===== config.mk =====
export PLATFORM = sky130hd
export DESIGN_NAME = reply_serializer
export DESIGN_NICKNAME = d
export VERILOG_FILES = /design/src/rtl/reply_serializer.sv
export SDC_FILE = /design/constraint.sdc
export NUM_CORES = 1
export LEC_CHECK = 0
export ABC_AREA = 1
export CORE_MARGIN = 1.5
export CORE_UTILIZATION = 45
export DETAILED_ROUTE_END_ITERATION = 6
export PLACE_DENSITY = 0.74
export SLEW_MARGIN = 20
export SYNTH_ARGS = -nofsm -noshare
export SYNTH_HDL_FRONTEND = slang
export SYNTH_SLANG_ARGS = --single-unit

===== constraint.sdc =====
create_clock -name clk -period 5.6 [get_ports clk]
set_input_delay 1.68 -clock clk [delete_from_list [all_inputs] [get_ports clk]]
set_output_delay 1.68 -clock clk [all_outputs]
set_load 0.02 [all_outputs]

===== src/rtl/reply_serializer.sv =====
// rtl/reply_serializer.sv - frames one tagged reply request as header, length, payload bytes on the host byte interface
module reply_serializer #(
  parameter int MAX_BYTES = 8
) (
  input  logic                   clk,
  input  logic                   reset,
  input  logic                   req_valid,
  output logic                   req_ready,
  input  logic [7:0]             req_tag,
  input  logic [3:0]             req_len,
  input  logic [8*MAX_BYTES-1:0] req_data,
  output logic                   reply_rdy,
  output logic [7:0]             reply,
  input  logic                   reply_ack,
  output logic                   reply_end,
  output logic                   len_err,
  output logic [7:0]             frames_sent
);

  typedef enum logic [1:0] {IDLE, HDR, LEN, PAY} state_t;

  localparam logic [3:0] MAX_L = 4'(MAX_BYTES);

  state_t                 state_q, state_d;
  logic [3:0]             len_q, len_d;
  logic [3:0]             idx_q, idx_d;
  logic [8*MAX_BYTES-1:0] data_q, data_d;
  logic [7:0]             reply_d, frames_d;
  logic                   rdy_d, end_d, ready_d, err_d;
  logic                   advance, done;

  function automatic logic [7:0] pick(input logic [8*MAX_BYTES-1:0] d, input logic [3:0] i);
    return d[8*int'(i) +: 8];
  endfunction

  // A byte only moves when the host acks a byte that is actually on offer.
  assign advance = reply_rdy & reply_ack;

  always_comb begin
    state_d  = state_q;
    len_d    = len_q;
    idx_d    = idx_q;
    data_d   = data_q;
    reply_d  = reply;
    frames_d = frames_sent;
    rdy_d    = reply_rdy;
    end_d    = reply_end;
    ready_d  = req_ready;
    err_d    = len_err;
    done     = 1'b0;

    case (state_q)
      IDLE: begin
        if (req_valid) begin
          state_d = HDR;
          len_d   = (req_len > MAX_L) ? MAX_L : req_len;
          data_d  = req_data;
          err_d   = len_err | (req_len > MAX_L);
          reply_d = req_tag;
          rdy_d   = 1'b1;
          end_d   = 1'b0;
          ready_d = 1'b0;
        end
      end
      HDR: begin
        if (advance) begin
          state_d = LEN;
          reply_d = {4'd0, len_q};
          end_d   = (len_q == 4'd0);
        end
      end
      LEN: begin
        if (advance) begin
          if (len_q == 4'd0) begin
            done = 1'b1;
          end else begin
            state_d = PAY;
            idx_d   = 4'd0;
            reply_d = pick(data_q, 4'd0);
            end_d   = (len_q == 4'd1);
          end
        end
      end
      PAY: begin
        if (advance) begin
          if (idx_q == len_q - 4'd1) begin
            done = 1'b1;
          end else begin
            idx_d   = idx_q + 4'd1;
            reply_d = pick(data_q, idx_q + 4'd1);
            end_d   = (idx_q + 4'd2 == len_q);
          end
        end
      end
      default: state_d = IDLE;
    endcase

    // Completion leaves one idle cycle with reply_rdy low before any next header.
    if (done) begin
      state_d  = IDLE;
      rdy_d    = 1'b0;
      end_d    = 1'b0;
      reply_d  = 8'd0;
      ready_d  = 1'b1;
      frames_d = frames_sent + 8'd1;
    end
  end

  always_ff @(posedge clk or posedge reset) begin
    if (reset) begin
      state_q     <= IDLE;
      len_q       <= 4'd0;
      idx_q       <= 4'd0;
      data_q      <= '0;
      reply       <= 8'd0;
      frames_sent <= 8'd0;
      reply_rdy   <= 1'b0;
      reply_end   <= 1'b0;
      req_ready   <= 1'b1;
      len_err     <= 1'b0;
    end else begin
      state_q     <= state_d;
      len_q       <= len_d;
      idx_q       <= idx_d;
      data_q      <= data_d;
      reply       <= reply_d;
      frames_sent <= frames_d;
      reply_rdy   <= rdy_d;
      reply_end   <= end_d;
      req_ready   <= ready_d;
      len_err     <= err_d;
    end
  end

endmodule


==> flow_summary.ini, run 1 <==
[run_status]
status = complete, no violations

[setup_path]
worst_reg2reg_path_depth = 8
criticalPathCategory = flop to output port
timing.critical_path.cells = clkdlybuf4s50_1
worst-path-stages = 1
critical-path-top-delay-family = buffers and inverters
crit_path_end_kind = output port
arrival_time_at_the_worst_endpoint_ns = 1.50
cp_slowest_cell = clkdlybuf4s50_1
cp_slowest_stage_delay_ns = 0.60
critical_path_buf_inv_count = 1
crit_required_ns = 3.92
worst-path-max-fanout = 2
critPathLaunchType = flop

[detailed_routing]
via_per_inst = 5.22
vias = 4327
totalWireLength_um = 12200
drt_pass1_iterations = 5
routedWlPerCell_um = 14.7
drt_iter0_markers = 267
route.antenna.remaining_nets = 0
drc = 0

[die]
rows = 37
design.die.area_mm2 = 0.0113
fp.dieH_um = 107
dieWidth_um = 107
floorplan.initialDensity = 0.465
coreArea_mm2 = 0.0104
ios = 100

[clock_tree]
cts.repair.resized = 0
cts_h_tree_lvls = 3
post-cts-setup-buffers = 0
numCtsBuffers = 9
cts.clk_slew.worst_paths_ns = 0.10
cts_tree = built
number_of_sinks_handled_by_clock_tree_synthesis = 94
cts_hold_buffers = 0
clock-root-buffer = clkbuf_8
clock_latency_ns = 0.36
clock_tree.buffer_depth = 2

[timing]
setup_viol_count_final = 0
max_freq_ghz = 0.315
timing_hold_violations_final = 0
final_max_slew_viol_count = 0
final_critical_path_setup_slack_ns = 2.42
rsz_0062_raised_after_global_routing = no
finalClockSkew_ns = 0.00867
finalSetupTns_ns = 0
timing.slew.headroom = 0.330
post_route_fraction_of_the_period_consumed_by_the_critical_path = 0.568
fin_crit_ns = 3.18
max_slew.worst_pin.slew_ns = 1.01

[hold_path]
min_path_cells = 2
timing.hold.worst.class = flop to flop

[global_routing]
grt_max_degree = 89
gr-usage-all-layers = 0.222
via_count_of_the_first_global_routing_pass = 4240
wire_length_of_the_first_global_routing_pass_um = 20000
globalRoute.totalOverflow = 0
number_of_antenna_violations_at_the_first_check_in_global_routing = 0

[final_layout]
syn2layout_area_growth_pct = 26.1
layout_commonest_cell = nand2_1
layout.area.seq_mm2 = 0.00235
nFillCells = 962
multiInputGateArea_mm2 = 0.00214
drive_gt1_frac = 0.0606
design.final.nets = 777
most-common-layout-cells = 217 x nand2_1, 99 x clkdlybuf4s50_1, 93 x dfrtp_1
diodes = 0

[placed_design]
dp_hpwl_um = 8690
preCtsSetupSlack_ns = 2.21
place.port_buffers = 99
place_congestion = 0.810

[flow_run]
maxCapViolCount = 0

[logic_synthesis]
synth_seq_area_share = 0.488
synth_enable_flop_cells = 0
netlist_instances = 604
synth.distinct_cells = 36
synth.cell_area_mm2 = 0.00482
synth_top_cells_by_area = dfrtp_1 48%, nand2_1 17%, o21ai_0 5.2%
synth.avg_cell_area_um2 = 7.98
mappedNetlistNets = 693
yosys_most_used_dff = dfrtp_1
netlist.top_cell.by_area = dfrtp_1
ys_warn_count = 0
async_reset_ff_frac = 1.00
synth.ff_latch_count = 94
yosys.area.top_type_share = 0.483

[power_and_ir_drop]
p_per_area_mw_per_mm2 = 550
max-vdd-ir-drop_uv = 206
leakagePower_nw = 2.86
through the flow:
stage	cell area, um^2	cells	total power [mW]	hold WS [ns]	util
final	6080	829	3.34	0.484	0.586
after global routing	6080	829	3.63	0.503	0.586
after CTS	6080	829	3.34	0.486	0.586
after detailed placement	5870	813	2.87	0.464	0.566
after global placement	5870	813	2.81	0.456	0.566
after floorplan	4820	604	2.40	0.444	-
registers in the layout, summed over array words and instances (netlist names):
name	flops
data_q	64
len_err	1
frames_sent	8
state_q	2
len_q	4
reply_rdy	1
req_ready	1
reply	8
idx_q	4
reply_end	1
cell type report:
type,instances,area share
well taps,136,0.0280
clock buffers,9,0.0204
clock inverters,7,0.0132
repair buffers,103,0.168
multi-input cells,430,0.352
flip-flops and latches,94,0.387
inverters,50,0.0315
worst reg2reg max path: cells and delay by family (launching register included):
family | cells | cell delay, ns
fa+ha+maj | 1 | 1.03
compound gates | 4 | 0.77
flops | 1 | 0.37
buf+inv | 1 | 0.27
simple gates | 2 | 0.22
cell families (layout without fill, tap and decap cells):
kind of cell             count (synthesis)  in the layout  synth area share
AO/OA/AOI/OAI                          112            112             0.139
XOR/XNOR                                12             12            0.0280
adder cells (fa/ha/maj)                  9              9            0.0234
buffers and inverters                   80            169            0.0685
flip-flops                              94             94             0.488
AND/OR/NAND/NOR                        297            297             0.253
report_power, final:
group | switching [mW] | internal, mW
clock | 0.257 | 0.214
sequential | 0.200 | 0.982
combinational | 1.05 | 0.636
total | 1.51 | 1.83
Yosys cell counts, types with 5 or more instances:
cell      count
clkbuf_1     16
nor2_1       33
a21oi_1      15
ha_1          9
o21ai_1       8
nand3_1      33
o21ai_0      50
buf_2        12
xor2_1        7
o211ai_1     25
inv_1        46
nand2_1     217
nand2_2       5
dfrtp_1      93
metal layers:
layer	global-route usage	wire (um)
met1	0.297	5340
met2	0.374	6090
met3	0.0307	479
met4	0.0733	257
met5	0	0
worst paths after layout:
path,slack [ns],from,end
max in group asynchronous,3.12,reset,data_q[30]
min in group asynchronous,1.66,reset,data_q[53]
setup / recovery,2.42,req_ready,req_ready
hold reg to reg,0.48,req_ready,req_ready
setup reg to reg,2.89,idx_q[0],reply[4]
hold / removal,0.48,req_ready,req_ready
(Power assumes the default switching activity.)
==> run 2, diff against run 1 <==
--- a/config.mk
+++ b/config.mk
@@ -9,7 +9,7 @@
 export CORE_MARGIN = 1.5
 export CORE_UTILIZATION = 45
 export DETAILED_ROUTE_END_ITERATION = 6
-export PLACE_DENSITY = 0.74
+export PLACE_DENSITY = 0.76
 export SLEW_MARGIN = 20
 export SYNTH_ARGS = -nofsm -noshare
 export SYNTH_HDL_FRONTEND = slang
==> constraint.sdc (replaced) <==
create_clock -name clk -period 2.8 [get_ports clk]
set_input_delay 0.84 -clock clk [delete_from_list [all_inputs] [get_ports clk]]
set_output_delay 0.84 -clock clk [all_outputs]
set_load 0.02 [all_outputs]
==> flow_summary.ini, run 2 (same netlist as run 1, synthesis figures left out) <==
[run_status]
status = complete, no violations

[setup_path]
timing.critical_path.cells = clkdlybuf4s50_1
critPathLaunchType = flop
criticalPathCategory = flop to output port
cp_slowest_stage_delay_ns = 0.60
cp_slowest_cell = clkdlybuf4s50_1
crit_path_end_kind = output port
worst-path-max-fanout = 2
critical_path_buf_inv_count = 1
arrival_time_at_the_worst_endpoint_ns = 1.50
critical-path-top-delay-family = buffers and inverters
crit_required_ns = 1.96

[final_layout]
largest_reg_flops = 64
layout.area.seq_mm2 = 0.00235
nFillCells = 935
multiInputGateArea_mm2 = 0.00214
layout_commonest_cell = nand2_1
design.final.nets = 780
syn2layout_area_growth_pct = 27.4
diodes = 0
largest-register = data_q
top_regs = data_q: 64 flops, frames_sent: 8 flops, reply: 8 flops
most-common-layout-cells = 217 x nand2_1, 99 x clkdlybuf4s50_1, 93 x dfrtp_1
drive_gt1_frac = 0.0605

[die]
fp.dieH_um = 107
design.die.area_mm2 = 0.0113
ios = 100
coreArea_mm2 = 0.0104
dieWidth_um = 107
rows = 37
floorplan.initialDensity = 0.465

[timing]
final_max_slew_viol_count = 0
fin_crit_ns = 2.34
max_slew.worst_pin.slew_ns = 0.625
timing_hold_violations_final = 0
rsz_0062_raised_after_global_routing = no
timing.slew.headroom = 0.581
finalClockSkew_ns = 0.0113
max_freq_ghz = 0.428
setup_viol_count_final = 0
finalSetupTns_ns = 0
post_route_fraction_of_the_period_consumed_by_the_critical_path = 0.835

[placed_design]
place.port_buffers = 99
place_congestion = 0.917
dp_hpwl_um = 8570

[global_routing]
gr-usage-all-layers = 0.225
grt_max_degree = 95
use_met1 = 0.299
gr-usage-met3 = 0.0356
globalRoute.totalOverflow = 0
grtUsageMet2 = 0.374
gr-max-usage-layer = met2
number_of_antenna_violations_at_the_first_check_in_global_routing = 0
wire_length_of_the_first_global_routing_pass_um = 20300
via_count_of_the_first_global_routing_pass = 4295

[clock_tree]
cts_tree = built
cts.clk_slew.worst_paths_ns = 0.09
clock-root-buffer = clkbuf_8
post-cts-setup-buffers = 0
cts.repair.resized = 0
number_of_sinks_handled_by_clock_tree_synthesis = 94
clock_latency_ns = 0.35
clock_tree.buffer_depth = 2
numCtsBuffers = 9
cts_h_tree_lvls = 3
cts_hold_buffers = 0

[detailed_routing]
via_per_inst = 5.20
vias = 4313
totalWireLength_um = 12000
drc = 0
drt_pass1_iterations = 4
route.antenna.remaining_nets = 0
routedWlPerCell_um = 14.4
drt_iter0_markers = 285

[power_and_ir_drop]
p_per_area_mw_per_mm2 = 1110
max-vdd-ir-drop_uv = 487
leakagePower_nw = 2.89
final_power_mw = 6.82

[hold_path]
timing.hold.worst.class = flop to flop

[flow_run]
maxCapViolCount = 0
[run 2: cell types whose count changed in the layout (fill, tap and decap cells not counted), sizes merged]
| cell | change |
|---|---|
| bufinv | +1 |
| clkinv | -2 |
| clkbuf | +2 |
| buf | +3 |
| inv | -3 |
[run 2: routing by layer]
metal	share of wire	vias to the layer above
li1	-	2120
met1	0.45	2054
met2	0.49	123
met3	0.044	16
met4	0.016	0
met5	0	-
[run 2: worst paths after layout]
path                            start  cells past startpoint    endpoint  slack [ns]
hold reg to reg            data_q[45]                      2  data_q[45]        0.48
setup / recovery            req_ready                      1   req_ready        0.46
setup reg to reg             len_q[1]                     14    reply[7]        0.47
min in group asynchronous       reset                      3  data_q[53]        0.96
max in group asynchronous       reset                      3   req_ready        1.42
hold / removal             data_q[45]                      2  data_q[45]        0.48
[run 2: final cells by class]
class	instances	area share
sequential	94	0.383
timing repair buffer	106	0.176
multi-input combinational	430	0.348
clock buffer	11	0.0230
inverter	50	0.0312
clock inverter	3	0.0112
tap	136	0.0277
[run 2: metrics by stage]
| stage | setup WS, ns | utilization | instances | hold slack (ns) | area [um^2] |
|---|---|---|---|---|---|
| floorplan | 0.855 | - | 604 | 0.444 | 4820 |
| global placement | 0.341 | 0.572 | 816 | 0.458 | 5930 |
| detailed placement | 0.285 | 0.572 | 816 | 0.460 | 5930 |
| CTS | 0.449 | 0.592 | 830 | 0.484 | 6140 |
| global route | 0.238 | 0.592 | 830 | 0.506 | 6140 |
| finish | 0.462 | 0.592 | 830 | 0.483 | 6140 |
[run 2: power by group]
part / switching, mW / total (mW) / leakage (nW) / internal (mW)
clock network: 0.470 / 0.993 / 0.106 / 0.522
registers: 0.406 / 2.37 / 1.18 / 1.96
logic: 2.11 / 3.45 / 1.61 / 1.35
total: 2.98 / 6.82 / 2.89 / 3.83
==> run 3, diff against run 2 <==
--- a/config.mk
+++ b/config.mk
@@ -9,7 +9,7 @@
 export CORE_MARGIN = 1.5
 export CORE_UTILIZATION = 45
 export DETAILED_ROUTE_END_ITERATION = 6
-export PLACE_DENSITY = 0.76
+export PLACE_DENSITY = 0.74
 export SLEW_MARGIN = 20
 export SYNTH_ARGS = -nofsm -noshare
 export SYNTH_HDL_FRONTEND = slang
==> constraint.sdc (replaced) <==
create_clock -name clk -period 2.3 [get_ports clk]
set_input_delay 0.69 -clock clk [delete_from_list [all_inputs] [get_ports clk]]
set_output_delay 0.69 -clock clk [all_outputs]
set_load 0.02 [all_outputs]
==> flow_summary.ini, run 3 (same netlist as run 1, synthesis figures left out) <==
[power_and_ir_drop]
p_per_area_mw_per_mm2 = 1340
share_seq_of_total_power = 0.350
power.internal_mw = 4.59
p_clk_frac = 0.140
max-vdd-ir-drop_uv = 564
switchingPower_mw = 3.70
comb_power_share = 0.510
leakagePower_nw = 2.92
swShare = 0.446

[global_routing]
gr-usage-all-layers = 0.229
via_count_of_the_first_global_routing_pass = 4421
wire_length_of_the_first_global_routing_pass_um = 20800
number_of_antenna_violations_at_the_first_check_in_global_routing = 0
globalRoute.totalOverflow = 0
grt_max_degree = 95

[placed_design]
place_congestion = 0.886
place.port_buffers = 99
place_inst = 823
dp_hpwl_um = 8940

[clock_tree]
clock-root-buffer = clkbuf_8
numCtsBuffers = 9
cts_h_tree_lvls = 3
cts.clk_slew.worst_paths_ns = 0.10
clock_tree.buffer_depth = 2
clock_latency_ns = 0.37
cts_hold_buffers = 0
cts_tree = built
number_of_sinks_handled_by_clock_tree_synthesis = 94

[timing]
post_route_fraction_of_the_period_consumed_by_the_critical_path = 0.956
max_freq_ghz = 0.455
timing.slew.headroom = 0.654
max_slew.worst_pin.slew_ns = 0.519
rsz_0062_raised_after_global_routing = no
fin_crit_ns = 2.20
finalClockSkew_ns = 0.00989
timing_hold_violations_final = 0
final_max_slew_viol_count = 0
setup_viol_count_final = 0
finalSetupTns_ns = 0

[setup_path]
regToRegEndpoint = reply[7]
cp_slowest_cell = clkdlybuf4s50_1
worst_reg2reg_path_depth = 14
arrival_time_at_the_worst_endpoint_ns = 1.51
crit_required_ns = 1.61
worstSetupStartpoint = req_ready
setup.reg_to_reg.worst_slack_ns = 0.25
criticalPathCategory = flop to output port
worst-path-stages = 1
crit_path_end_kind = output port
critical_path_buf_inv_count = 1
endpoint = req_ready
critical-path-top-delay-family = buffers and inverters
regToRegStartpoint = len_q[0]
critPathLaunchType = flop
cp_slowest_stage_delay_ns = 0.60
timing.critical_path.cells = clkdlybuf4s50_1
worst-path-max-fanout = 2

[flow_run]
maxCapViolCount = 0

[die]
ios = 100
coreArea_mm2 = 0.0104
dieWidth_um = 107
rows = 37
design.die.area_mm2 = 0.0113
floorplan.initialDensity = 0.465
fp.dieH_um = 107

[hold_path]
timing.hold.worst.class = flop to flop
min_path_cells = 2

[final_layout]
top_regs = data_q: 64 flops, frames_sent: 8 flops, reply: 8 flops
post_layout_nonfiller_instances = 841
largest-register = data_q
diodes = 0
design.final.nets = 789
layout_commonest_cell = nand2_1
drive_gt1_frac = 0.0780
nFillCells = 932
syn2layout_area_growth_pct = 28.3
most-common-layout-cells = 217 x nand2_1, 99 x clkdlybuf4s50_1, 93 x dfrtp_1
largest_reg_flops = 64

[run_status]
status = complete, no violations

[detailed_routing]
drt_iter0_markers = 241
vias = 4373
drt_pass1_iterations = 5
totalWireLength_um = 12300
via_per_inst = 5.20
drc = 0
routedWlPerCell_um = 14.6
route.antenna.remaining_nets = 0
==> run 3: changes by cell type in the layout (fill, tap and decap cells not counted), sizes merged <==
| cell | previous run | this run |
|---|---|---|
| bufinv | 2 | 1 |
| clkbuf | 11 | 10 |
| inv | 49 | 50 |
| buf | 7 | 16 |
| clkinv | 1 | 3 |
| clkinvlp | 1 | 2 |
==> run 3: power by group through the flow <==
stage	Clock (mW)	Combinational, mW	Sequential (mW)
after global placement	0	4.06	2.90
final	1.16	4.23	2.90
after detailed placement	0	4.19	2.92
after CTS	1.18	4.22	2.89
after floorplan	0	2.95	2.89
after global routing	1.23	4.78	2.98
==> run 3: routing by layer <==
layer	vias to the layer above	track usage	share of wire
li1	2143	-	-
met1	2090	0.300	0.44
met2	117	0.389	0.50
met3	23	0.0399	0.042
met4	0	0.0686	0.020
met5	-	0	0
==> run 3: layout make-up <==
class	instances	area (um^2)	share of cell area
well taps	136	170	0.0275
clock inverters	6	68.8	0.0111
clock buffers	10	138	0.0223
inverters	50	191	0.0310
multi-input cells	430	2140	0.346
flip-flops and latches	94	2350	0.381
repair buffers	115	1120	0.182
==> run 3: stage by stage <==
stage / util / hold slack, ns / setup slack (ns) / total power [mW] / instance area (um^2)
after global placement: 0.575 / 0.458 / 0.118 / 6.96 / 5960
final: 0.596 / 0.479 / 0.101 / 8.29 / 6180
after floorplan: - / 0.444 / 0.441 / 5.84 / 4820
after CTS: 0.595 / 0.479 / 0.0844 / 8.29 / 6170
after detailed placement: 0.575 / 0.462 / 0.0624 / 7.11 / 5960
after global routing: 0.596 / 0.491 / 0.0662 / 8.99 / 6180
==> run 3: what timing repair did <==
item	4_1_cts	5_1_grt
hold endpoints to repair	0	0
setup buffers	0	2
endpoints found under the setup margin	0	3
gates resized for setup	0	1
==> run 3: worst min-delay path by stage <==
stage / startpoint / to / slack, ns
after floorplan: data_q[15] / data_q[15] / 0.44
after global placement: data_q[33] / data_q[33] / 0.46
after detailed placement: req_ready / req_ready / 0.46
after CTS: req_ready / req_ready / 0.48
after global routing: req_ready / req_ready / 0.49
final: req_ready / req_ready / 0.48
